## src/rtl/bus_rx_pkg.sv

```systemverilog
// bus_rx_pkg: shared types and constants for the my_bus slave receiver
package bus_rx_pkg;
   typedef enum logic [0:0] {RX_IDLE, RX_GRANT} rx_state_e;
   localparam int DEFAULT_DATA_W = 8;
   localparam int STAT_W = 16;
endpackage

```

## src/rtl/bus_rx_fifo.sv

```systemverilog
// bus_rx_fifo: power-of-two byte FIFO with zero-latency head and occupancy count
module bus_rx_fifo #(
   parameter int DATA_W = 8,
   parameter int DEPTH  = 4
) (
   input  logic                   clk,
   input  logic                   rst,
   input  logic                   push,
   input  logic [DATA_W-1:0]      push_data,
   input  logic                   pop,
   output logic [DATA_W-1:0]      head_data,
   output logic [$clog2(DEPTH):0] level
);
   localparam int AW = $clog2(DEPTH);
   localparam int LW = AW + 1;
   logic [DATA_W-1:0] mem_q [DEPTH];
   logic [AW-1:0]     wr_q, rd_q;
   logic [LW-1:0]     level_q;
   logic              do_push, do_pop;
   assign do_push   = push && (level_q != LW'(DEPTH));
   assign do_pop    = pop && (level_q != '0);
   assign level     = level_q;
   assign head_data = (level_q != '0) ? mem_q[rd_q] : '0;
   // storage array; contents are don't-care until counted by level
   always_ff @(posedge clk) begin
      if (do_push) mem_q[wr_q] <= push_data;
   end
   // pointers wrap naturally at the power-of-two depth; level tracks push minus pop
   always_ff @(posedge clk) begin
      if (rst) begin
         wr_q    <= '0;
         rd_q    <= '0;
         level_q <= '0;
      end else begin
         if (do_push) wr_q <= wr_q + 1'b1;
         if (do_pop) rd_q <= rd_q + 1'b1;
         level_q <= level_q + LW'(do_push) - LW'(do_pop);
      end
   end
endmodule

```

## src/rtl/bus_slave_rx.sv

```systemverilog
// bus_slave_rx: my_bus req/gnt slave receiver feeding a FIFO-backed valid/ready stream; BUS_SLAVE_RX_STATS_EN adds transfer/stall counters
module bus_slave_rx
   import bus_rx_pkg::*;
#(
   parameter int DATA_W = DEFAULT_DATA_W,
   parameter int DEPTH  = 4
) (
   input  logic                   clk,
   input  logic                   rst,
   input  logic                   req,
   input  logic [DATA_W-1:0]      data,
   input  logic                   enable,
   output logic                   gnt,
   output logic                   out_valid,
   output logic [DATA_W-1:0]      out_data,
   input  logic                   out_ready,
   output logic [$clog2(DEPTH):0] level
`ifdef BUS_SLAVE_RX_STATS_EN
   ,
   output logic [STAT_W-1:0]      xfer_count,
   output logic [STAT_W-1:0]      stall_count
`endif
);
   localparam int LW = $clog2(DEPTH) + 1;
   rx_state_e state_q, state_d;
   logic      arm_q, arm_d, push, pop, full;
   assign full      = level == LW'(DEPTH);
   assign gnt       = state_q == RX_GRANT;
   assign out_valid = level != '0;
   assign pop       = out_valid && out_ready;
   // grant an armed, enabled request when the registered level shows room; release once req drops
   always_comb begin
      state_d = state_q;
      push    = 1'b0;
      arm_d   = arm_q || !req;
      if (state_q == RX_IDLE) begin
         push    = req && enable && arm_q && !full;
         state_d = push ? RX_GRANT : RX_IDLE;
      end else if (!req) state_d = RX_IDLE;
   end
   // handshake state; reset disarms grants until req has been seen low
   always_ff @(posedge clk) begin
      if (rst) begin
         state_q <= RX_IDLE;
         arm_q   <= 1'b0;
      end else begin
         state_q <= state_d;
         arm_q   <= arm_d;
      end
   end
   bus_rx_fifo #(.DATA_W(DATA_W), .DEPTH(DEPTH)) u_fifo (
      .clk       (clk),
      .rst       (rst),
      .push      (push),
      .push_data (data),
      .pop       (pop),
      .head_data (out_data),
      .level     (level)
   );
`ifdef BUS_SLAVE_RX_STATS_EN
   logic [STAT_W-1:0] xfer_q, stall_q;
   assign xfer_count  = xfer_q;
   assign stall_count = stall_q;
   // transfer count wraps; stall count saturates on full-blocked idle requests
   always_ff @(posedge clk) begin
      if (rst) begin
         xfer_q  <= '0;
         stall_q <= '0;
      end else begin
         if (push) xfer_q <= xfer_q + 1'b1;
         if (state_q == RX_IDLE && req && enable && full && stall_q != '1) stall_q <= stall_q + 1'b1;
      end
   end
`endif
endmodule

```

## config.mk

```make
export PLATFORM = sky130hd
export DESIGN_NAME = bus_slave_rx
export DESIGN_NICKNAME = d
export VERILOG_FILES = /design/src/rtl/bus_rx_pkg.sv /design/src/rtl/bus_rx_fifo.sv /design/src/rtl/bus_slave_rx.sv
export SDC_FILE = /design/constraint.sdc
export NUM_CORES = 1
export LEC_CHECK = 0
export CAP_MARGIN = 40
export CORE_ASPECT_RATIO = 0.9
export CORE_MARGIN = 5
export CORE_UTILIZATION = 57
export DETAILED_ROUTE_END_ITERATION = 8
export PLACE_DENSITY = 0.92
export RECOVER_POWER = 25
export SYNTH_ARGS = -nofsm -noshare
export SYNTH_HDL_FRONTEND = slang
export SYNTH_SLANG_ARGS = --single-unit
export TNS_END_PERCENT = 5
```

## constraint.sdc

```tcl
create_clock -name clk -period 6.7 [get_ports clk]
set_input_delay 1.34 -clock clk [delete_from_list [all_inputs] [get_ports clk]]
set_output_delay 1.34 -clock clk [all_outputs]
set_load 0.03 [all_outputs]
```

# After elaboration in Yosys (flattened, before gate mapping)
# Memory sizes are Yosys's and may differ from the RTL's. A register that Yosys moved wholly into a read port is not among the register bits.
# Cells that the tools add are included.
# Widths: inputs -> output; s select.
word_totals:
  regBits: 9
  ram_bits: 32
  out_inout_bits: 13
  word_cells: 31
  n_memories: 1
memory_table:
  columns: ["memory", "words", "word_bits", "read_ports", "rd_ports_with_merged_regs", "wr", "line_no", "rtl"]
  rows:
  - ["u_fifo.mem_q", 4, 8, 1, 1, 1, "bus_rx_fifo.sv:16", "logic [DATA_W-1:0] mem_q [DEPTH];"]
op_classes:
  add_sub_neg: 4
  n_eq_ne: 2
  mux: 9
  n_reduce_logical: 10
op_table:
  columns: ["cell", "n"]
  rows:
  - ["$mux 8", 1]
  - ["$logic_and 1x1->1", 6]
  - ["$mux 1", 6]
  - ["$add 2x1->2 const B", 2]
  - ["$mux 2", 2]
  - ["$add 3x1->3", 1]
  - ["$eq 3x3->1 const B", 1]
  - ["$ne 3x3->1 const B", 1]
  - ["$reduce_bool 3->1", 1]
  - ["$sub 3x1->3", 1]
  - ["$logic_not 1->1", 2]
  - ["$logic_or 1x1->1", 1]

# Depth between registers and ports, before layout
# Gate-level depths: netlist (run 1).
logic_depth:
  ltp_word: 7
  depth_mapped: 10

# Hierarchy
# From an unflattened synthesis (run 1), not the netlist that was laid out.
hier_totals:
  cells_unflattened: 112
  hier_area_um2: 1789.2
by_module_without_submodules:
  columns: ["mod", "n_inst", "cells_each", "area_each_um2"]
  rows:
  - ["bus_rx_fifo", 1, 100, 1684.1]
  - ["bus_slave_rx", 1, 12, 105.1]

# Worst setup path after synthesis (run 1)
# No wires, ideal clock.
synth_timing:
  kind: "input-to-reg"
  start: "input req"
  end: "register u_fifo.level_q[2] (netlist: u_fifo.level[2])"
  setup_ns: 0.078
  arrival_ns: 2.930
  path_slack_ns: 3.692
  stages: 8
  n_path_buf: 0
  cell_sequence: "nand2_1 a2111oi_4 ha_1 inv_1 fa_1 xor2_1 and2_1 nor3_1"
synth_via:
  elab_chain_len: 7
synth_lines:
  columns: ["element", "line_no", "rtl"]
  rows:
  - ["start: declaration", "bus_slave_rx.sv:10", "input logic req,"]
  - ["$logic_and 1x1->1 (3 in a row)", "bus_slave_rx.sv:37", "push = req && enable && arm_q && !full;"]
  - ["$mux 1", "bus_slave_rx.sv:36", "if (state_q == RX_IDLE) begin"]
  - ["$logic_and 1x1->1", "bus_rx_fifo.sv:20", "assign do_push = push && (level_q != LW'(DEPTH));"]
  - ["via u_fifo.do_push", "bus_rx_fifo.sv:19", "logic do_push, do_pop;"]
  - ["$add 3x1->3", "bus_rx_fifo.sv:37", "level_q <= level_q + LW'(do_push) - LW'(do_pop);"]
  - ["$sub 3x1->3", "bus_rx_fifo.sv:37", null]
  - ["end signal: assignment", "bus_rx_fifo.sv:37", null]
  - ["end: declaration", "bus_rx_fifo.sv:18", "logic [LW-1:0] level_q;"]
# The timed path passes the listed nets, and every way through them passes these cells.
# A chain may end at the register's enable or synchronous reset.

==> flow_metrics.tcl, run 1 <==
set metrics [dict create \
    firstDrtPassIters 4 \
    gp_congestion 0.6794 \
    drtAntennaViolNets 0 \
    crit_path_cell_trace "mux4_2, nor2b_1, clkdlybuf4s50_1" \
    yosys-top-cells-area "edfxtp_1 (54%), dfxtp_1 (12%), mux4_2 (10%)" \
    nNetsFinal 158 \
    design.die.area_um2 4320 \
    numCtsBuffers 5 \
    finalSetupViolCount 0 \
    seq_area_frac_synth 0.6676 \
    drcViolationCount 0 \
    avgSynthCellArea_um2 16.23 \
    syn-num-nets 129 \
    cts_tree "yes" \
    fp.dieW_um 68.73 \
    synth-compound-area-share 0.03395 \
    finalInstanceArea_um2 2165 \
    cts_root_buf "clkbuf_4" \
    dp_hpwl_mm 1.991 \
    power_leakage_nw 0.7501 \
    p_total_uw 870.4 \
    routed-via-count 926 \
    grt_pass1_wl_mm 4.919 \
    report.final.hold_viol_count 0 \
    synth_seq_cells 43 \
    slew_viol_final 0 \
    cap_violations 0 \
    wirelength_mm 2.831 \
    die_y_um 62.86 \
    synth_top_area_frac 0.5431 \
    critPathLaunchType "flip-flop" \
    ctsLongestPathBuffers 2 \
    synthXorXnorAreaFrac 0.009901 \
    num_antenna_cells 0 \
    num_rows 19 \
    io_pins 26 \
    syn_inst 109 \
    min_path_type "reg -> reg" \
    irDropWorstVdd_v 0.0001911 \
    hold_slack_ns 0.5033 \
    worst_ep_arrival_time_ns 2.34 \
    status "finished, final reports clean" \
    cts_htree_levels 2 \
    ys.flop_type "edfxtp_1" \
    rsz0062_at_grt "false" \
    core_area_um2 3019 \
    critPathCaptureType "primary output" \
    syn-cell-area_um2 1769 \
    worstPathMaxFanout 8 \
    clkTransAtPathRegs_ns 0.12 \
    fin_ws_ns 3.017 \
    post_drt_wl_per_cell_um 15.64 \
    start_util 0.5860 \
    fmax_mhz 271.5 \
    synthDistinctLibCells 25 \
    fin_crit_ns 3.683 \
    place.port_buffers 25 \
    critPathKind "reg -> out" \
    synth_fa_ha_area_frac 0.05375 \
    worst_slew_pin_slew_ns 0.5555 \
    cts-resized-gates 0 \
    synth_top_family_by_area "multiplexers" \
    max_stage_delay_ns 0.69 \
    post-route-period-util 0.5498 \
    grt-ovfl-total 0 \
    drt_iter0_drc 41 \
    clock_latency_ns 0.34 \
    grt_max_degree 14 \
    max_slew_margin 0.6292 \
    crit_slowest_cell "dfxtp_1" \
    synth_edf_count 32 \
    synthMuxAreaShare 0.1160 \
    antenna_found_initial 0 \
    clock_sinks 43 \
    cts_setup_buffers 0 \
    critPathRequiredTime_ns 5.36 \
    dpl_cell_area_um2 2063 \
    grt_use_total 0.1595 \
    avgViaCountPerCell 5.116 \
    synth.most_common_cell "edfxtp_1" \
    synthSimpleGateAreaFrac 0.09264 \
    ctsHoldBuffers 0 \
    drive_above_1_share 0.1727 \
    power_density_nw_per_um2 402.1 \
    synth_largest_area_cell "edfxtp_1" \
    place_ws_ns 3.035 \
    yosys_warnings 0 \
    synthTopCellsByCount "edfxtp_1 (32), dfxtp_1 (11), nor2b_1 (9)" \
    grt_pass1_vias 1026 \
    synthToLayoutAreaGrowth_pct 22.35 \
    async_reset_ff_frac 0 \
    skew_ns 0.007728 \
    fin_setup_tns_ns 0 \
]
metrics by stage:
stage,cells,util
floorplan,109,-
global placement,173,0.6834
detailed placement,173,0.6834
CTS,181,0.7170
global route,181,0.7170
finish,181,0.7170
layout make-up:
| type | instances | area, µm² |
|---|---|---|
| flip-flops and latches | 43 | 1181 |
| fillers | 198 | 854.6 |
| multi-input cells | 54 | 541.8 |
| repair buffers | 26 | 257.7 |
| clock inverters | 2 | 60.06 |
| well taps | 42 | 52.55 |
| clock buffers | 6 | 41.29 |
| inverters | 8 | 30.03 |
layer usage:
layer	routed length, µm	GRT usage	vias up
met5	0	0	-
met4	46	0.06326	0
met3	128	0.05216	5
met2	1442	0.2622	20
met1	1214	0.1893	453
li1	-	-	448
cells by family after synthesis:
logic type                 count (synthesis)
DFF                                       43
and+or+nand+nor                           29
buffers and inverters                     12
muxes                                     10
adders and majority gates                  7
AOI/OAI and AO/OA                          6
xor gates and xnor gates                   2
cells in the final DEF, fill, tap and decap left out, types with 2 or more instances in the layout:
cell type         n
nand2b_1          2
edfxtp_1         32
nor2_1            6
nor2b_1           9
clkdlybuf4s50_1  18
ha_1              6
nor3_1            2
nand2_1           2
dfxtp_1          11
and2_1            2
a21oi_1           2
and2_2            4
mux4_2            8
clkbuf_4          5
bufinv_16         2
inv_1             8
dlygate4sd3_1     7
xor2_1            2
registers in the layout, indices dropped and copies added (netlist names), named ones only:
signal        count
u_fifo.wr_q       2
gnt               1
u_fifo.level      3
arm_q             1
u_fifo.mem_q     32
u_fifo.rd_q       2
power breakdown:
group          switching (mW)  internal [mW]
sequential             0.0358          0.306
combinational           0.177          0.156
clock                  0.0793          0.116
total                   0.292          0.579
worst max-delay path: cells and delay by family (launching register included):
kind	cells	cell delay [ns]
buffers and inverters	1	0.60
DFF	1	0.69
muxes	1	0.56
and+or+nand+nor	1	0.14
worst paths after layout:
kind,to,cells after the start,startpoint,slack (ns)
worst max-delay path,out_data[1],3,flip-flop,3.02
worst min-delay path,u_fifo.rd_q[1]$_SDFFE_PP0P_,2,u_fifo.rd_q[1]$_SDFFE_PP0P_,0.50
worst max register to register,u_fifo.level[2]$_SDFF_PP0_,8,u_fifo.level[1]$_SDFF_PP0_,4.36
worst min register to register,u_fifo.rd_q[1]$_SDFFE_PP0P_,2,u_fifo.rd_q[1]$_SDFFE_PP0P_,0.50
(Power assumes the default switching activity.)
==> inputs of run 2 (changes only) <==
--- a/config.mk
+++ b/config.mk
@@ -8,9 +8,9 @@
 export CAP_MARGIN = 40
 export CORE_ASPECT_RATIO = 0.9
 export CORE_MARGIN = 5
-export CORE_UTILIZATION = 57
+export CORE_UTILIZATION = 53
 export DETAILED_ROUTE_END_ITERATION = 8
-export PLACE_DENSITY = 0.92
+export PLACE_DENSITY = 0.87
 export RECOVER_POWER = 25
 export SYNTH_ARGS = -nofsm -noshare
 export SYNTH_HDL_FRONTEND = slang
==> constraint.sdc (replaced) <==
create_clock -name clk -period 3.7 [get_ports clk]
set_input_delay 0.74 -clock clk [delete_from_list [all_inputs] [get_ports clk]]
set_output_delay 0.74 -clock clk [all_outputs]
set_load 0.03 [all_outputs]
==> flow_metrics.tcl, run 2 (synthesis gave the netlist of run 1 again) <==
set metrics [dict create \
    drcViolationCount 0 \
    largest_reg_flops 32 \
    dpl.cell_count 173 \
    slew_viol_final 0 \
    crit_slowest_cell "dfxtp_1" \
    finalSetupViolCount 0 \
    critPathLaunchType "flip-flop" \
    ctsHoldBuffers 0 \
    grt_pass1_wl_mm 4.885 \
    clkTransAtPathRegs_ns 0.08 \
    wirelength_mm 2.992 \
    grt_use_met2 0.2454 \
    rsz0062_at_grt "false" \
    critPathCaptureType "primary output" \
    cts_tree "yes" \
    max_slew_margin 0.5560 \
    firstDrtPassIters 4 \
    antenna_found_initial 0 \
    nNetsFinal 158 \
    cts_root_buf "clkbuf_8" \
    critPathRequiredTime_ns 2.96 \
    min_path_type "reg -> reg" \
    final_cell_mix "edfxtp_1 (32), clkdlybuf4s50_1 (18), dfxtp_1 (11)" \
    final_util 0.6842 \
    clock_sinks 43 \
    synthToLayoutAreaGrowth_pct 21.36 \
    grt_max_degree 14 \
    grt-ovfl-total 0 \
    num_rows 19 \
    grt.busiest_layer "met2" \
    design.die.area_um2 4595 \
    worstPathMaxFanout 8 \
    num_antenna_cells 0 \
    ctsLongestPathBuffers 2 \
    io_pins 26 \
    fin_ws_ns 0.6799 \
    fin_crit_ns 3.020 \
    irDropWorstVdd_v 0.0003848 \
    cap_violations 0 \
    power_density_nw_per_um2 705.2 \
    start_util 0.5638 \
    top_register "u_fifo.mem_q" \
    fp.dieW_um 70.90 \
    layout_commonest_cell "edfxtp_1" \
    post-route-period-util 0.8163 \
    grt.met3_usage 0.03864 \
    routed-via-count 960 \
    core_area_um2 3138 \
    instances_no_fill 181 \
    die_y_um 64.81 \
    avgViaCountPerCell 5.304 \
    post_drt_wl_per_cell_um 16.53 \
    numCtsBuffers 5 \
    fin_setup_tns_ns 0 \
    status "finished, final reports clean" \
    grt_use_total 0.1426 \
    grt_pass1_vias 1011 \
    p_total_mw 1.514 \
    clock_latency_ns 0.29 \
    worst_slew_pin_slew_ns 0.6609 \
    cts_setup_buffers 0 \
    drt_iter0_drc 61 \
    cts-resized-gates 0 \
    report.final.hold_viol_count 0 \
    drtAntennaViolNets 0 \
    dp_hpwl_mm 2.106 \
    skew_ns 0.008573 \
    drive_above_1_share 0.1799 \
    place_ws_ns 0.6191 \
    worst_ep_arrival_time_ns 2.28 \
    critPathKind "reg -> out" \
    power_leakage_nw 0.7453 \
    fmax_mhz 331.1 \
    crit_path_cell_trace "mux4_2, nor2b_1, clkdlybuf4s50_1" \
    max_stage_delay_ns 0.66 \
    cts_htree_levels 2 \
    gp_congestion 0.6904 \
    place.port_buffers 25 \
    grtUsageMet1 0.1684 \
]
[run 2: where the power goes]
group / internal (mW) / leakage [nW] / switching [mW]
clock network: 0.129 / 0.0477 / 0.153
registers: 0.555 / 0.379 / 0.0640
logic: 0.283 / 0.319 / 0.329
[run 2: per-stage QoR]
step / cell area, µm² / hold slack [ns]
3_3_place_gp: 2056 / 0.4670
3_5_place_dp: 2063 / 0.4951
4_1_cts: 2147 / 0.5067
2_1_floorplan: 1769 / 0.4591
6_report: 2147 / 0.5102
5_1_grt: 2147 / 0.5471
[run 2: routing by layer]
layer / up-vias / wire (µm)
li1: 450 / -
met1: 472 / 1179
met2: 30 / 1574
met3: 8 / 181
met4: 0 / 57
met5: - / 0
[run 2: critical path, delay by kind of cell, from the launching register on]
family / cells / cell delay [ns]
simple gates: 1 / 0.15
mux: 1 / 0.56
buf+inv: 1 / 0.62
flops: 1 / 0.66
[run 2: cell type report]
class                      instances  area (µm²)
multi-input combinational         54       541.8
tap                               42       52.55
sequential                        43        1181
inverter                           8       30.03
clock inverter                     3       15.01
clock buffer                       5       68.82
fill                             212       991.0
timing repair buffer              26       257.7
[run 2: worst paths after layout]
kind	start	endpoint	slack, ns	depth (start not counted)
setup reg to reg	u_fifo.level[1]$_SDFF_PP0_	u_fifo.level[2]$_SDFF_PP0_	1.38	8
hold reg to reg	u_fifo.rd_q[1]$_SDFFE_PP0P_	flip-flop	0.51	2
setup / recovery	flip-flop	out_data[7]	0.68	3
hold / removal	u_fifo.rd_q[1]$_SDFFE_PP0P_	flip-flop	0.51	2
